$ cat src/rtl/perf_counter_bank.sv
// Bank of selectable event counters with sticky overflow, snapshot shadows
// and a registered shadow read port, plus a free-running enabled-cycle counter.
module perf_counter_bank #(
   parameter int NUM_CNT  = 4,
   parameter int CNT_W    = 32,
   parameter int NUM_EVT  = 8,
   parameter int SATURATE = 0,
   localparam int IW = (NUM_CNT > 1) ? $clog2(NUM_CNT) : 1,
   localparam int EW = (NUM_EVT > 1) ? $clog2(NUM_EVT) : 1
) (
   input  logic               clk,
   input  logic               reset,
   input  logic               en,
   input  logic [NUM_EVT-1:0] evt,
   input  logic               cfg_we,
   input  logic [IW-1:0]      cfg_idx,
   input  logic [EW-1:0]      cfg_sel,
   input  logic               cfg_edge,
   input  logic               cfg_on,
   input  logic [NUM_CNT-1:0] clr,
   input  logic               snap,
   input  logic [IW-1:0]      rd_idx,
   output logic [CNT_W-1:0]   rd_data,
   output logic [NUM_CNT-1:0] ovf,
   output logic [CNT_W-1:0]   cycles
);

   localparam logic [CNT_W-1:0] CNT_ZERO = {CNT_W{1'b0}};
   localparam logic [CNT_W-1:0] CNT_ONE  = {{(CNT_W-1){1'b0}}, 1'b1};
   localparam logic [CNT_W-1:0] CNT_MAX  = {CNT_W{1'b1}};

   logic [CNT_W-1:0]   cnt_q     [NUM_CNT];
   logic [CNT_W-1:0]   cnt_d     [NUM_CNT];
   logic [CNT_W-1:0]   shadow_q  [NUM_CNT];
   logic [CNT_W-1:0]   shadow_d  [NUM_CNT];
   logic [EW-1:0]      sel_q     [NUM_CNT];
   logic [EW-1:0]      sel_d     [NUM_CNT];
   logic [NUM_EVT-1:0] src_s     [NUM_CNT];
   logic [NUM_EVT-1:0] match_s   [NUM_CNT];
   logic [NUM_CNT-1:0] ovf_q, ovf_d;
   logic [NUM_CNT-1:0] edge_q, edge_d;
   logic [NUM_CNT-1:0] on_q, on_d;
   logic [NUM_CNT-1:0] hit_s, inc_s;
   logic [NUM_EVT-1:0] evt_q, rise_s;
   logic [CNT_W-1:0]   rd_data_q, rd_data_d;
   logic [CNT_W-1:0]   cycles_q, cycles_d;

   // Event source selection: a select beyond NUM_EVT matches no input bit.
   always_comb begin
      rise_s = evt & ~evt_q;
      for (int i = 0; i < NUM_CNT; i++) begin
         src_s[i]   = edge_q[i] ? rise_s : evt;
         match_s[i] = {NUM_EVT{1'b0}};
         for (int e = 0; e < NUM_EVT; e++) begin
            match_s[i][e] = (sel_q[i] == e[EW-1:0]);
         end
         hit_s[i] = |(src_s[i] & match_s[i]);
      end
      inc_s = {NUM_CNT{en}} & on_q & hit_s;
   end

   // Counter and sticky overflow next state; clear wins over increment.
   always_comb begin
      for (int i = 0; i < NUM_CNT; i++) begin
         cnt_d[i] = cnt_q[i];
         ovf_d[i] = ovf_q[i];
         if (clr[i]) begin
            cnt_d[i] = CNT_ZERO;
            ovf_d[i] = 1'b0;
         end else if (inc_s[i]) begin
            if (cnt_q[i] == CNT_MAX) begin
               ovf_d[i] = 1'b1;
               cnt_d[i] = (SATURATE != 0) ? CNT_MAX : CNT_ZERO;
            end else begin
               cnt_d[i] = cnt_q[i] + CNT_ONE;
            end
         end else begin
            cnt_d[i] = cnt_q[i];
         end
      end
   end

   // Snapshot captures pre-update counter values; read mux returns 0 off the end.
   always_comb begin
      rd_data_d = CNT_ZERO;
      for (int i = 0; i < NUM_CNT; i++) begin
         shadow_d[i] = snap ? cnt_q[i] : shadow_q[i];
         rd_data_d   = rd_data_d | ({CNT_W{rd_idx == i[IW-1:0]}} & shadow_q[i]);
      end
   end

   // Config writes; an out-of-range index matches no counter.
   always_comb begin
      for (int i = 0; i < NUM_CNT; i++) begin
         sel_d[i]  = sel_q[i];
         edge_d[i] = edge_q[i];
         on_d[i]   = on_q[i];
         if (cfg_we && (cfg_idx == i[IW-1:0])) begin
            sel_d[i]  = cfg_sel;
            edge_d[i] = cfg_edge;
            on_d[i]   = cfg_on;
         end else begin
            on_d[i]   = on_q[i];
         end
      end
   end

   // Cycle counter wraps silently and has no overflow flag.
   always_comb begin
      cycles_d = en ? (cycles_q + CNT_ONE) : cycles_q;
   end

   // State registers with synchronous active-low reset overriding all updates.
   always_ff @(posedge clk) begin
      if (!reset) begin
         for (int i = 0; i < NUM_CNT; i++) begin
            cnt_q[i]    <= CNT_ZERO;
            shadow_q[i] <= CNT_ZERO;
            sel_q[i]    <= {EW{1'b0}};
         end
         ovf_q     <= {NUM_CNT{1'b0}};
         edge_q    <= {NUM_CNT{1'b0}};
         on_q      <= {NUM_CNT{1'b0}};
         evt_q     <= {NUM_EVT{1'b0}};
         rd_data_q <= CNT_ZERO;
         cycles_q  <= CNT_ZERO;
      end else begin
         for (int i = 0; i < NUM_CNT; i++) begin
            cnt_q[i]    <= cnt_d[i];
            shadow_q[i] <= shadow_d[i];
            sel_q[i]    <= sel_d[i];
         end
         ovf_q     <= ovf_d;
         edge_q    <= edge_d;
         on_q      <= on_d;
         evt_q     <= evt;
         rd_data_q <= rd_data_d;
         cycles_q  <= cycles_d;
      end
   end

   assign rd_data = rd_data_q;
   assign ovf     = ovf_q;
   assign cycles  = cycles_q;

endmodule

$ cat config.mk
export PLATFORM = sky130hd
export DESIGN_NAME = perf_counter_bank
export DESIGN_NICKNAME = d
export VERILOG_FILES = /design/src/rtl/perf_counter_bank.sv
export SDC_FILE = /design/constraint.sdc
export NUM_CORES = 1
export LEC_CHECK = 0
export BUFFER_PORTS_ARGS = -buffer_cell sky130_fd_sc_hd__clkbuf_2
export CORE_AREA = 2 2 147 185
export CTS_CLUSTER_DIAMETER = 100
export DETAILED_ROUTE_END_ITERATION = 8
export DIE_AREA = 0 0 149 187
export GPL_TIMING_DRIVEN = 0
export MAX_ROUTING_LAYER = met4
export PLACE_DENSITY_LB_ADDON = 0.15
export SLEW_MARGIN = 20
export SYNTH_ARGS = -nofsm -noshare
export SYNTH_HDL_FRONTEND = slang
export SYNTH_SLANG_ARGS = --single-unit
export TNS_END_PERCENT = 10
$ cat constraint.sdc
create_clock -name clk -period 4.18 [get_ports clk]
set_clock_uncertainty 0.2 [all_clocks]
set_input_delay 0.627 -clock clk [delete_from_list [all_inputs] [get_ports clk]]
set_output_delay 0.627 -clock clk [all_outputs]
set_load 0.1 [all_outputs]
==> results of run 1 <==
cell families after synthesis:
logic type                 count (synthesis)
AOI/OAI and AO/OA                        131
DFF                                      352
xor gates and xnor gates                 109
muxes                                    199
and+or+nand+nor                          673
adders and majority gates                  5
buffers and inverters                    105
critical path: stages:
cell and delay [ns]:
clkbuf_1 0.47, nand2_1 0.12, a211oi_1 0.73, nand2_1 0.36, o21ai_1 0.52, clkbuf_1 0.45
nor2_1 0.10
layout by cell type (no fill, tap or decap), types with 12 or more instances in the layout:
cell       netlist  final
nor4_1          34     34
and3_1          12     12
a21boi_0        15     15
buf_1           14     14
dfxtp_1        352    352
clkbuf_2         0     89
nand3_1         53     53
mux2i_1        158    158
and4_1          14     14
or3_1           32     32
nand4_1         43     43
nand2_1         71     71
nor2b_1        158    158
nor3_1          27     27
and2_1          73     73
nor4b_1         12     12
xor2_1          24     24
clkbuf_16        0     37
o31ai_1         13     13
nor2_1         106    106
clkbuf_1        62     72
inv_1           18     18
or4_1           17     17
mux4_2          36     36
xnor2_1         85     85
o21ai_0         30     30
a21oi_1         45     45
routing by layer:
metal | share of wire | vias to the layer above | track usage
li1 | - | 5789 | -
met1 | 0.42 | 5781 | 0.368
met2 | 0.47 | 351 | 0.476
met3 | 0.055 | 97 | 0.0424
met4 | 0.051 | 0 | 0.139
met5 | 0 | - | -
flip-flops by register name, indices dropped and copies added, names as in the netlist:
| signal | cells |
|---|---|
| cycles | 32 |
| shadow_q | 128 |
| evt_q | 8 |
| edge_q | 4 |
| rd_data | 32 |
| sel_q | 12 |
| cnt_q | 128 |
| ovf | 4 |
| on_q | 4 |
area by class of cell:
type | instances | area share
clock inverters | 9 | 0.00328
inverters | 18 | 0.00385
plain buffers | 87 | 0.0203
well taps | 345 | 0.0246
repair buffers | 89 | 0.0254
multi-input cells | 1117 | 0.460
flip-flops and latches | 352 | 0.402
clock buffers | 55 | 0.0612
metrics by stage:
step	setup WS [ns]	total power, mW	util	hold WS [ns]	cells
2_1_floorplan	1.18	3.67	-	0.260	1574
3_3_place_gp	0.478	3.75	0.623	0.252	2008
3_5_place_dp	0.457	3.76	0.623	0.261	2008
4_1_cts	0.970	6.82	0.666	0.198	2072
5_1_grt	0.760	6.99	0.666	0.208	2072
6_report	0.984	6.78	0.666	0.212	2072
final timing paths:
| check | end | slack [ns] | cells past startpoint |
|---|---|---|---|
| worst max-delay path | cnt_q[0][8] | 0.98 | 7 |
| worst min-delay path | evt_q[3] | 0.21 | 2 |
| worst max register to register | cnt_q[0][8] | 1.02 | 8 |
| worst min register to register | ovf[0] | 0.27 | 1 |
power breakdown:
| part | switching (mW) | internal, mW | total (mW) |
|---|---|---|---|
| Clock | 1.32 | 1.78 | 3.10 |
| Combinational | 0.184 | 0.117 | 0.301 |
| Sequential | 0.0149 | 3.37 | 3.38 |
| Total | 1.52 | 5.26 | 6.78 |
==> results by group, run 1 <==
Pwr
  • Leakage power total: 6.21 nW
  • Power density cells: 387 nW/µm²
  • Max rail drop VDD: 0.332 mV

STA
  • Hold Vio Cnt, Final: 0
  • FMAX: 0.313 GHz
  • Worst Tran Pin Value: 0.980 ns
  • Period utilization: 0.765
  • Fin. max-slew vios: 0
  • Final setup TNS: 0 ns
  • Max_slew headroom: 0.347
  • Min Clock Period, post-route: 3.20 ns
  • Final Setup Violations: 0
  • RSZ-0062 raised after global routing: false

Clock tree
  • CTS tree: built
  • Post-CTS resize count: 0
  • # Post-CTS Setup Buffers: 0
  • Root buffer cell: clkbuf_16
  • Hold-fix buffers, CTS: 0
  • Worst-Skew Late Latency: 0.52 ns
  • Reg clk slew, reported paths: 0.06 ns
  • Clock Sinks: 352
  • Htree depth: 2
  • Largest buffer count on any clock path: 3
  • Num CTS Buffers: 36

Floorplan
  • Core Region: 26300 µm²
  • Initial core utilization: 0.590
  • DIE WIDTH: 149 µm
  • Die height: 187 µm
  • Row cnt: 67
  • Die area: 27900 µm²
  • Io pins: 94

Yosys
  • Share of the synthesized area in the top cell type: 0.454
  • Mux contribution to synthesized area: 0.158
  • Post-synthesis cell count: 1574
  • Synth Net Count: 1605
  • Post-synthesis sequential area ratio: 0.454
  • Count of different cell masters after synthesis: 58
  • Post-Synth Adder-Cell Area: 0.00403
  • FF+latch count, synth: 352
  • Synth Area in Compound Gates: 0.0526
  • Synth top area cells: dfxtp_1 45%, mux2i_1 10%, nor2b_1 6.4%
  • Ys flop type: dfxtp_1
  • Mapped cell area: 15500 µm²
  • EDFF count, synth: 0
  • Most frequent cell after synthesis: dfxtp_1
  • Ys async rst share: 0
  • Yosys warning count: 0
  • XOR/XNOR share of the synthesized area: 0.0615
  • Area leader, netlist: dfxtp_1
  • Mean post-synth cell area: 9.86 µm²
  • Largest family of logic cells by synthesized area: simple AND/OR/NAND/NOR gates
  • Simple-gate share of the synthesized area: 0.243
  • Commonest cells post-synth: 352 x dfxtp_1, 158 x mux2i_1, 158 x nor2b_1, 106 x nor2_1, 85 x xnor2_1

Setup path
  • Crit path max fanout: 10
  • CP Launch Point: en
  • Worst path arrival time: 3.38 ns
  • Setup crit end kind: flip-flop
  • Worst path required time: 4.37 ns
  • Worst setup SP type: input port
  • Setup CP Type: in -> reg
  • Worst R2R Start: edge_q[0]

Route
  • DR pass1 iterations: 5
  • Iter 0 DRT Violations: 704
  • Drt wl/cell: 19.3 µm
  • Drc violations: 0
  • Vias per Instance: 5.80
  • Total number of vias: 12000
  • Drt total wl: 39.9 mm
  • Routed Antenna Nets: 0

Global route
  • Vias in the first global route: 11600
  • GRT Util Overall: 0.296
  • First-pass GRT wire length: 63.1 mm
  • Pin count of the biggest net entering global routing: 14
  • Initial antenna violation count: 0
  • Global route total overflow: 0

Outcome
  • Status: finished clean

Cells and area
  • Nets: 1732
  • Register area: 7050 µm²
  • Layout area overhead: 13.0%
  • Layout cell share with drive strength beyond 1: 0.121
  • Ant diodes: 0
  • Fillers: 2111
  • Combined area of the multi-input logic cells: 8060 µm²
  • Finished Cell Area: 17500 µm²

Place
  • Placer Congestion: 0.908
  • Port bufs: 89
  • Final HPWL DP: 30.0 mm
  • Placed inst area: 16400 µm²

Flow run
  • MaxCap Viol Count: 0

Hold path
  • Hold Crit Start: evt[3]
  • Class of the worst hold path: in -> reg
(Power assumes the default switching activity.)
==> run 2, diff against run 1 <==
==> constraint.sdc (replaced) <==
create_clock -name clk -period 3.3 [get_ports clk]
set_clock_uncertainty 0.2 [all_clocks]
set_input_delay 0.495 -clock clk [delete_from_list [all_inputs] [get_ports clk]]
set_output_delay 0.495 -clock clk [all_outputs]
set_load 0.1 [all_outputs]
==> run 2 against run 1 <==
  * First-iteration DRC count is 4.0% lower
  * Critical path depth is 1 higher
  * Global-route usage stayed put
  * Core utilization is 0.052 points higher
  * Worst hold slack worse by 0.14 ns
  * Routed wire length is 0.11% lower
  * Clock power is 27% higher
==> results by group, run 2 (synthesized netlist as in run 1, its figures left out) <==
Outcome
  • Status: finished clean (unchanged)

Route
  • Vias per Instance: 5.79 (was 5.80)
  • Routed Antenna Nets: 0 (unchanged)
  • Drt total wl: 39.8 mm (was 39.9 mm)
  • Iter 0 DRT Violations: 676 (was 704)
  • DR pass1 iterations: 5 (unchanged)
  • Drc violations: 0 (unchanged)
  • Total number of vias: 12000 (about the same)
  • Drt wl/cell: 19.2 µm (was 19.3 µm)

Cells and area
  • Fin util: 0.667 (was 0.666)
  • Layout area overhead: 13.1% (was 13.0%)
  • Most common cell after layout, fill and taps aside: dfxtp_1 (unchanged)
  • Layout cell share with drive strength beyond 1: 0.123 (was 0.121)
  • Ant diodes: 0 (unchanged)
  • Register area: 7050 µm² (unchanged)
  • Nets: 1732 (unchanged)
  • Combined area of the multi-input logic cells: 8080 µm² (was 8060 µm²)
  • Commonest non-fill, non-tap cells in the layout: 352 x dfxtp_1, 158 x mux2i_1, 158 x nor2b_1 (unchanged)
  • Fillers: 2110 (was 2111)
  • Top Registers: cnt_q: 128 flops, shadow_q: 128 flops (unchanged)

Pwr
  • Max rail drop VDD: 0.423 mV (was 0.332 mV)
  • Leakage power total: 6.21 nW (about the same)
  • Power density cells: 490 nW/µm² (was 387 nW/µm²)
  • Clock network power share: 0.457 (about the same)
  • Switch Pwr: 1.93 mW (was 1.52 mW)
  • Sequential share of power: 0.499 (about the same)
  • Logic pwr share: 0.044 (about the same)
  • Switch share: 0.225 (was 0.224)
  • Internal Power: 6.66 mW (was 5.26 mW)

STA
  • Final Worst Setup Slack: 0.204 ns (was 0.984 ns)
  • Final Setup Violations: 0 (unchanged)
  • Min Clock Period, post-route: 3.10 ns
  • Max_slew headroom: 0.331 (was 0.347)
  • Worst Tran Pin Value: 1.00 ns (was 0.980 ns)
  • FMAX: 0.323 GHz
  • Hold Vio Cnt, Final: 0 (unchanged)
  • Fin. max-slew vios: 0 (unchanged)
  • RSZ-0062 raised after global routing: false (unchanged)
  • Period utilization: 0.938

Setup path
  • Worst path arrival time: 3.31 ns (was 3.38 ns)
  • Crit path max fanout: 10 (unchanged)
  • Max stage delay on crit path: 0.48 ns (was 0.73 ns)
  • Setup CP Type: reg -> reg (was in -> reg)
  • Worst path required time: 3.51 ns (was 4.37 ns)
  • CP delay by family, top: simple AND/OR/NAND/NOR gates (was compound AO/OA/AOI/OAI gates)
  • CP max stage cell: nor3_1 (was a211oi_1)
  • Setup crit end kind: flip-flop (unchanged)
  • Worst setup SP type: flip-flop (was input port)
  • Critical-path cell list: nand4_1 -> nor3_1 -> nand4_1 -> nor3_1 -> a31o_2 -> buf_2 -> buf_2 -> nor2_1 (was clkbuf_1 -> nand2_1 -> a211oi_1 -> nand2_1 -> o21ai_1 -> clkbuf_1 -> nor2_1)
  • CP Buf/Inv Count: 2 (unchanged)

Place
  • Pre-CTS setup slack: -0.291 ns (was 0.457 ns)
  • Placer Congestion: 0.908 (unchanged)
  • Port bufs: 89 (unchanged)
  • Final HPWL DP: 30.0 mm (unchanged)

Clock tree
  • Clock Sinks: 352 (unchanged)
  • Reg clk slew, reported paths: 0.06 ns (about the same)
  • Num CTS Buffers: 36 (unchanged)
  • Largest buffer count on any clock path: 3 (unchanged)
  • Hold-fix buffers, CTS: 0 (unchanged)
  • Htree depth: 2 (unchanged)
  • Worst-Skew Late Latency: 0.53 ns (was 0.52 ns)
  • CTS tree: built (unchanged)
  • Root buffer cell: clkbuf_16 (unchanged)

Floorplan
  • Io pins: 94 (unchanged)
  • Core Region: 26300 µm² (unchanged)
  • Row cnt: 67 (unchanged)
  • Initial core utilization: 0.590 (unchanged)
  • Die height: 187 µm (unchanged)
  • DIE WIDTH: 149 µm (unchanged)
  • Die area: 27900 µm² (unchanged)

Flow run
  • MaxCap Viol Count: 0 (unchanged)

Global route
  • First-pass GRT wire length: 63.1 mm (unchanged)
  • Initial antenna violation count: 0 (unchanged)
  • Vias in the first global route: 11600 (unchanged)
  • Pin count of the biggest net entering global routing: 14 (unchanged)
  • Global route total overflow: 0 (unchanged)
  • GRT Util Overall: 0.296 (unchanged)

Hold path
  • Class of the worst hold path: in -> reg (unchanged)
run 2: what timing repair did:
item,4_1_cts,5_1_grt
setup endpoints to repair,0,30
gates resized for setup,0,3
setup buffers,0,0
run 2: power groups by stage:
stage	combinational [mW]	sequential, mW	clock (mW)
finish	0.382	4.28	3.93
global route	0.409	4.28	4.16
CTS	0.381	4.28	3.97
detailed placement	0.379	4.38	0
global placement	0.374	4.38	0
floorplan	0.252	4.39	0
run 2: final cells by class:
class / instances / share of cell area
flip-flops and latches: 352 / 0.401
well taps: 345 / 0.0246
repair buffers: 89 / 0.0254
clock buffers: 55 / 0.0612
inverters: 18 / 0.00385
plain buffers: 87 / 0.0202
multi-input cells: 1117 / 0.460
clock inverters: 9 / 0.00328
run 2: routing by layer:
| layer | wire length [µm] | track usage |
|---|---|---|
| met5 | 0 | - |
| met1 | 16800 | 0.368 |
| met3 | 2130 | 0.0424 |
| met4 | 2070 | 0.139 |
| met2 | 18800 | 0.476 |
run 2: final timing paths:
kind / startpoint / endpoint / slack, ns / cells after the start
setup reg to reg: cnt_q[3][3] / cnt_q[3][25] / 0.20 / 8
hold reg to reg: ovf[0] / ovf[0] / 0.27 / 1
hold / removal: evt[7] / evt_q[7] / 0.08 / 2
setup / recovery: cnt_q[3][3] / cnt_q[3][25] / 0.20 / 8
run 2: per-stage QoR:
stage / TNS [ns] / area (µm²) / cells / power [mW] / hold WS (ns)
floorplan: 0 / 15500 / 1574 / 4.64 / 0.260
global placement: -8.02 / 16400 / 2008 / 4.75 / 0.252
detailed placement: -9.35 / 16400 / 2008 / 4.76 / 0.261
CTS: 0 / 17500 / 2072 / 8.64 / 0.0663
global route: 0 / 17600 / 2072 / 8.85 / 0.0756
finish: 0 / 17600 / 2072 / 8.59 / 0.0765
run 2: worst register-to-register path: stages, from the launching register on:
cell	delay, ns
dfxtp_1	0.43
nand4_1	0.21
nor3_1	0.48
nand4_1	0.42
nor3_1	0.46
a31o_2	0.21
buf_2	0.22
buf_2	0.27
nor2_1	0.08
